**config.mk**
```make
export PLATFORM = sky130hd
export DESIGN_NAME = f_fetch_unit
export DESIGN_NICKNAME = d
export VERILOG_FILES = /design/src/rtl/f_fetch_unit.sv
export SDC_FILE = /design/constraint.sdc
export NUM_CORES = 1
export LEC_CHECK = 0
export ABC_AREA = 1
export BUFFER_PORTS_ARGS = -buffer_cell sky130_fd_sc_hd__buf_2
export CORE_MARGIN = 2
export CORE_UTILIZATION = 45
export CTS_CLUSTER_DIAMETER = 30
export DETAILED_ROUTE_END_ITERATION = 6
export GPL_TIMING_DRIVEN = 0
export PLACE_DENSITY = 0.69
export SLEW_MARGIN = 5
export SYNTH_ARGS = -nofsm -noshare
export SYNTH_HDL_FRONTEND = slang
export SYNTH_SLANG_ARGS = --single-unit
```
**constraint.sdc**
```tcl
create_clock -name clk -period 2.1 [get_ports clk]
set_input_delay 0 -clock clk [delete_from_list [all_inputs] [get_ports clk]]
set_output_delay 0 -clock clk [all_outputs]
set_load 0.05 [all_outputs]
```
**src/rtl/f_fetch_unit.sv**
```systemverilog
// Instruction fetch stage: REQ/VALID/DISCARD handshake with instruction memory.
// Optional macro FETCH_BYPASS_EN forwards im_rdata straight to IR_F for one instruction per cycle.
module f_fetch_unit #(
  parameter int DATA_W = 32
) (
  input  logic              clk,
  input  logic              reset,
  input  logic              Stall,
  input  logic              Redirect,
  input  logic [DATA_W-1:0] Redirect_PC,
  output logic              im_req,
  output logic [DATA_W-1:0] im_addr,
  input  logic              im_ack,
  input  logic [DATA_W-1:0] im_rdata,
  output logic [DATA_W-1:0] IR_F,
  output logic [DATA_W-1:0] PC4_F
);

  typedef enum logic [1:0] {S_REQ, S_VALID, S_DISCARD} state_t;

  localparam logic [DATA_W-1:0] RESET_PC = DATA_W'(32'h0000_3000);
  localparam logic [DATA_W-1:0] STEP     = DATA_W'(4);

`ifdef FETCH_BYPASS_EN
  localparam bit BYPASS = 1'b1;
`else
  localparam bit BYPASS = 1'b0;
`endif

  state_t            state;
  logic [DATA_W-1:0] pc;
  logic [DATA_W-1:0] ir_buf;
  logic [DATA_W-1:0] pc4_buf;
  logic [DATA_W-1:0] hold_addr;
  logic [DATA_W-1:0] pc_next4;

  assign pc_next4 = pc + STEP;

  always_ff @(posedge clk or negedge reset) begin
    if (!reset) begin
      state     <= S_REQ;
      pc        <= RESET_PC;
      ir_buf    <= '0;
      pc4_buf   <= RESET_PC + STEP;
      hold_addr <= RESET_PC;
    end else begin
      case (state)
        S_REQ: begin
          if (Redirect) begin
            pc <= Redirect_PC;
            // Request still in flight: keep presenting its address until the ack retires it.
            if (!im_ack) begin
              hold_addr <= pc;
              state     <= S_DISCARD;
            end
          end else if (im_ack) begin
            if (BYPASS && !Stall) begin
              pc <= pc_next4;
            end else begin
              ir_buf  <= im_rdata;
              pc4_buf <= pc_next4;
              state   <= S_VALID;
            end
          end
        end
        S_VALID: begin
          if (Redirect) begin
            pc    <= Redirect_PC;
            state <= S_REQ;
          end else if (!Stall) begin
            pc    <= pc_next4;
            state <= S_REQ;
          end
        end
        S_DISCARD: begin
          if (Redirect) pc <= Redirect_PC;
          if (im_ack) state <= S_REQ;
        end
        default: state <= S_REQ;
      endcase
    end
  end

  always_comb begin
    im_req  = reset && (state != S_VALID);
    im_addr = (state == S_DISCARD) ? hold_addr : pc;
    IR_F    = '0;
    PC4_F   = pc_next4;
    if (state == S_VALID) begin
      IR_F  = ir_buf;
      PC4_F = pc4_buf;
    end
`ifdef FETCH_BYPASS_EN
    else if (state == S_REQ && reset && im_ack && !Redirect && !Stall) begin
      IR_F = im_rdata;
    end
`endif
  end

endmodule
```
==> results.yml, run 1 <==
outcome:
  status: "finished with violations"
  violations: "setup timing"
synth:
  syn_area_per_cell_um2: 7.201
  yosys_warnings: 0
  netlist.area_leader.share: 0.4416
  synth_edf_count: 0
  synth-seq-cells: 130
  synthArstFlopShare: 1.000
  yosys-top-cells-count: "nand2_1, nor2_1, o21ai_0, dfrtp_1, inv_1"
  synth_cells: 968
  ys_seq_area_frac: 0.4680
  synth_top_area_cell: "dfrtp_1"
  synth.area.top_cells: "dfrtp_1, nand2_1, o21ai_0"
  post_synth_num_cell_types: 29
  syn_area_mm2: 0.006970
  synth_most_common_cell: "nand2_1"
  synth_ff_type: "dfrtp_1"
  synth.net_count: 1038
routing:
  vias: 7492
  drt_iter0_drc: 644
  antenna_left: 0
  viasPerCell: 5.199
  wl_met3_um: 1317
  route.detailed.drc: 0
  routed_wl_um: 23020
  route.met2.wl_um: 11170
  routed.top_layer: "met4"
  wl_per_cell_um: 15.98
  drt_pass1_iterations: 6
  wl_met1_um: 9857
floorplanning:
  die_area_mm2: 0.01650
  start_util: 0.4602
  die_w_um: 128.5
  die_height_um: 128.5
  coreArea_mm2: 0.01515
  io_pins: 166
  fp-row-count: 45
clocking:
  cts_buffers: 17
  cts.clk_slew.worst_paths_ns: 0.06
  cts-root-buf: "clkbuf_16"
  cts_max_level: 4
  clk_latency_ns: 0.43
  cts_tree: "built"
  clock_sinks: 130
  cts_buffer_depth: 2
worst_setup_path:
  cp.arrival_ns: 2.12
  cp_max_fo: 5
  worstPathRequired_ns: 2.10
  r2r_cells: 6
  worst_setup_path_end_kind: "output port"
  worstSetupStartpointType: "flop"
  crit_type: "reg2out"
power:
  p_leak_nw: 4.957
  p_clk_frac: 0.285
  p_sw_frac: 0.4163
  ir_worst_vdd_mv: 0.7306
  power_mw: 11.35
  power-per-cell-area_mw_per_mm2: 1136
  switchingPower_mw: 4.725
  p_int_mw: 6.625
  pwr-share-seq: 0.323
  pwr-share-comb: 0.392
final_layout:
  fillers: 1299
  multiInputGateArea_mm2: 0.003456
  drive_above_1_share: 0.2889
  area.sequential_mm2: 0.003268
  synthToLayoutAreaGrowth_pct: 43.35
  n_antenna_cell: 0
  nets: 1310
sta:
  min_period_over_period: 1.010
  max_freq_mhz: 471.4
  setup_violations: 5
  drv_slew: 0
  final.setup.tns_ns: -0.06318
  min_period_ns: 2.121
  finClkSkew_ns: 0.007590
  setup_ws_ns: -0.02149
  rsz0062_at_grt: "yes"
  hold_viol: 0
  tightest_slew_ns: 0.6001
  relSlewSlack: 0.5999
global_routing:
  track_usage: 0.2765
  grt_pass1_wl_um: 35460
  grt_antenna_before_repair: 0
  grt_max_degree: 74
  first_global_vias: 6996
  grt-ovfl-total: 0
placed_design:
  dp_hpwl_um: 15480
  dpl_worst_slack_ns: 0.1636
  gp_congestion: 0.9567
  portBuffers: 165
job:
  cap_violations: 0
hold_path:
  hold_path_class: "in2async"
-- state kept, by name, summed over array words and instances, names as in the netlist --
| signal | flops |
|---|---|
| state | 2 |
| hold_addr | 32 |
| pc4_buf | 32 |
| pc | 32 |
| ir_buf | 32 |
-- cell type report --
type / instances / area share
Timing Repair Buffer: 253 / 0.1801
Clock buffer: 22 / 0.04846
Clock inverter: 10 / 0.01540
Multi-Input combinational cell: 695 / 0.3459
Tap cell: 188 / 0.02354
Inverter: 94 / 0.03531
Buffer: 49 / 0.02429
Sequential cell: 130 / 0.3271
-- critical path: stages (launching register included) --
cell and delay (ns):
dfrtp_2 0.41, ha_4 0.18, nand2_4 0.05, nor2_4 0.15, nand2_4 0.11, nor2_4 0.23
nand2_2 0.08, and2_4 0.19, o21ai_2 0.12, buf_6 0.17
-- timing repair --
action	in CTS	in global routing
endpoints found under the hold margin	123	0
hold buffers	72	0
setup buffers	11	4
gates resized for setup	70	80
setup endpoints to repair	44	41
pin swaps	7	18
-- placed cells by master, fill, tap and decap left out, types with 10 or more instances in the layout --
master         count
nand3_1           32
nor2_2            11
dfrtp_1          118
clkbuf_1          18
o21ai_0          127
buf_6             16
nand2_1          241
clkbuf_16         17
nor2_4            16
nor2_1           136
buf_4             25
o21ai_2           16
inv_1             88
nand3_2           10
buf_2            162
dlygate4sd3_1     72
nand2_2           29
a21oi_1           34
-- cell families (layout without fill, tap and decap cells) --
logic type | count (synthesis) | after routing | synth area share
compound gates | 195 | 195 | 0.1472
xor+xnor | 9 | 9 | 0.01131
fa+ha+maj | 1 | 1 | 0.001795
buf+inv | 143 | 428 | 0.08293
flops | 130 | 130 | 0.4680
simple gates | 490 | 490 | 0.2888
-- path summary, 6_finish.rpt --
| check | slack (ns) | endpoint | startpoint |
|---|---|---|---|
| worst min register to register | 0.48 | pc4_buf[13] | pc4_buf[13] |
| worst max-delay path | -0.02 | PC4_F[18] | pc[2] |
| min in group clk | 0.24 | pc[13] | Redirect |
| worst min-delay path | 0.11 | hold_addr[20] | reset |
| max in group asynchronous | 1.18 | pc[12] | reset |
| worst max register to register | 0.12 | pc[1] | state[1] |
-- metrics by stage --
step,hold slack [ns],cells,utilization,instance area (um^2)
after floorplan,-0.2956,968,-,6970
after global placement,0.2041,1321,0.5303,8031
after detailed placement,0.01681,1322,0.5325,8065
after CTS,0.1357,1437,0.6416,9718
after global routing,0.1797,1441,0.6597,9992
final,0.1070,1441,0.6597,9992
-- power groups by stage --
stage | clock, mW | sequential (mW) | combinational, mW
after global routing | 3.36 | 3.76 | 4.80
final | 3.23 | 3.67 | 4.45
after global placement | 0 | 3.65 | 3.90
after CTS | 3.25 | 3.63 | 4.28
after floorplan | 0 | 3.58 | 2.99
after detailed placement | 0 | 3.67 | 3.96
-- per-layer routing --
metal / global-route usage / up-vias
met5: 0 / -
met4: 0.1202 / 0
met3: 0.05696 / 55
met2: 0.4412 / 277
met1: 0.3672 / 3566
li1: - / 3594
Power figures use the tool's default switching activity.
==> inputs of run 2 (changes only) <==
==> constraint.sdc (replaced) <==
create_clock -name clk -period 2.4 [get_ports clk]
set_input_delay 0 -clock clk [delete_from_list [all_inputs] [get_ports clk]]
set_output_delay 0 -clock clk [all_outputs]
set_load 0.05 [all_outputs]
==> run 2 against run 1 <==
Compared with the run above: the run now ends clean; clock power shrank 28%; wire length decreased by 4.0%; core utilization decreased by 4.2 points; register-to-register slack improved by 0.29 ns; critical path type unchanged; highest routed layer unchanged.
==> results.yml, run 2 (synthesized netlist as in run 1, its figures left out) <==
outcome:
  status: "finished clean"
sta:
  tightest_slew_ns: 0.5664
  hold_viol: 0
  relSlewSlack: 0.6224
  min_period_over_period: 0.9612
  setup_violations: 0
  min_period_ns: 2.307
  setup_ws_ns: 0.09321
  finClkSkew_ns: 0.01008
  finalHoldWorstSlack_ns: 0.009818
  drv_slew: 0
  max_freq_mhz: 433.5
job:
  cap_violations: 0
power:
  power_mw: 9.145
  p_leak_nw: 4.673
  power-per-cell-area_mw_per_mm2: 978.0
  ir_worst_vdd_mv: 0.5068
routing:
  vias: 7269
  routed_wl_um: 22090
  wl_per_cell_um: 15.52
  drt_pass1_iterations: 6
  antenna_left: 0
  drt_iter0_drc: 530
  route.detailed.drc: 0
  viasPerCell: 5.108
clocking:
  cts_max_level: 4
  clock_sinks: 130
  cts.clk_slew.worst_paths_ns: 0.06
  clk_latency_ns: 0.43
  cts_buffers: 17
  cts-root-buf: "clkbuf_16"
  cts_buffer_depth: 2
  cts_tree: "built"
placed_design:
  dpl_worst_slack_ns: 0.4410
  dp.cells: 1322
  gp_congestion: 0.9368
  dp_hpwl_um: 15520
  post_dp_cell_area_mm2: 0.008065
  portBuffers: 165
final_layout:
  finalNonFillerCells: 1423
  final_area_mm2: 0.009350
  final_common_cell: "nand2_1"
  nets: 1294
  n_antenna_cell: 0
  drive_above_1_share: 0.2138
  layout_common_cells: "nand2_1, buf_2, nor2_1"
  synthToLayoutAreaGrowth_pct: 34.14
worst_setup_path:
  worstSetupStartpointType: "flop"
  r2r_cells: 6
  timing.reg2reg.setup_slack_ns: 0.41
  r2r_end: "pc[1]"
  worst_setup_path_end_kind: "output port"
  r2r-start: "state[1]"
  crit_type: "reg2out"
  cp.arrival_ns: 2.31
  worstPathRequired_ns: 2.40
  cp_max_fo: 6
floorplanning:
  coreArea_mm2: 0.01515
  die_w_um: 128.5
  die_height_um: 128.5
  io_pins: 166
  die_area_mm2: 0.01650
  start_util: 0.4602
  fp-row-count: 45
global_routing:
  track_usage: 0.2763
  grt_pass1_wl_um: 35390
  grt_antenna_before_repair: 0
  grt_max_degree: 93
  grt-ovfl-total: 0
  first_global_vias: 7003
hold_path:
  holdPathEnd: "state[0]"
  min_path_cells: 4
  min_from: "Redirect"
  hold_path_class: "in2reg"
[run 2: changes by cell type in the layout (fill, tap and decap cells not counted), moves of 10 or more]
cell     previous run  this run
buf_6              16         4
nand2_1           241       268
nand2_2            29         8
nor2_1            136       153
buf_2             162       172
buf_4              25         8
[run 2: layout make-up]
class	count	area (um^2)
fill	1397	5796
sequential	130	3264
multi-input combinational	695	3152
timing repair buffer	237	1607
clock buffer	24	481.7
inverter	94	352.8
tap	188	235.2
buffer	49	225.2
clock inverter	6	32.53
[run 2: routing by layer]
metal,part of all wire,vias up,track usage
met5,0,-,0
met4,0.030,0,0.1067
met2,0.47,247,0.4390
li1,-,3562,-
met3,0.060,45,0.05073
met1,0.44,3415,0.3779
[run 2: worst max-delay path by stage]
stage	from	endpoint	slack [ns]	depth (start not counted)
6_report	pc[2]	PC4_F[16]	0.09	9
5_1_grt	pc[12]	PC4_F[23]	-0.01	9
4_1_cts	pc[2]	PC4_F[12]	0.005	7
3_5_place_dp	pc[2]	PC4_F[20]	0.44	8
3_3_place_gp	reset	ir_buf[19]	-0.58	1
2_1_floorplan	pc[2]	PC4_F[12]	0.15	6
[run 2: repair_timing]
item / in CTS / in global routing
endpoints found under the setup margin: 4 / 13
pin swaps: 0 / 2
resized for setup: 4 / 23
buffers inserted: 0 / 0
hold buffers: 71 / 0
cloned: 0 / 0
hold endpoints to repair: 190 / 0
[run 2: worst max-delay path, cell delays in order (launching register included)]
cell and delay, ns:
dfrtp_2 0.41, ha_2 0.24, nand2_2 0.07, nor2_2 0.16, nand2_1 0.13, nor2_2 0.19, nand2_1 0.09, and2_1 0.23
o21ai_1 0.14, buf_4 0.21
[run 2: stage by stage]
| stage | util | TNS, ns |
|---|---|---|
| CTS | 0.6140 | 0 |
| global route | 0.6173 | -0.01544 |
| global placement | 0.5303 | -70.46 |
| floorplan | - | 0 |
| detailed placement | 0.5325 | 0 |
| finish | 0.6173 | 0 |
[run 2: where the power goes]
group	internal (mW)	switching, mW	total, mW
clock	1.38	0.934	2.31
combinational	0.968	2.66	3.63
sequential	2.84	0.365	3.20
total	5.18	3.96	9.14
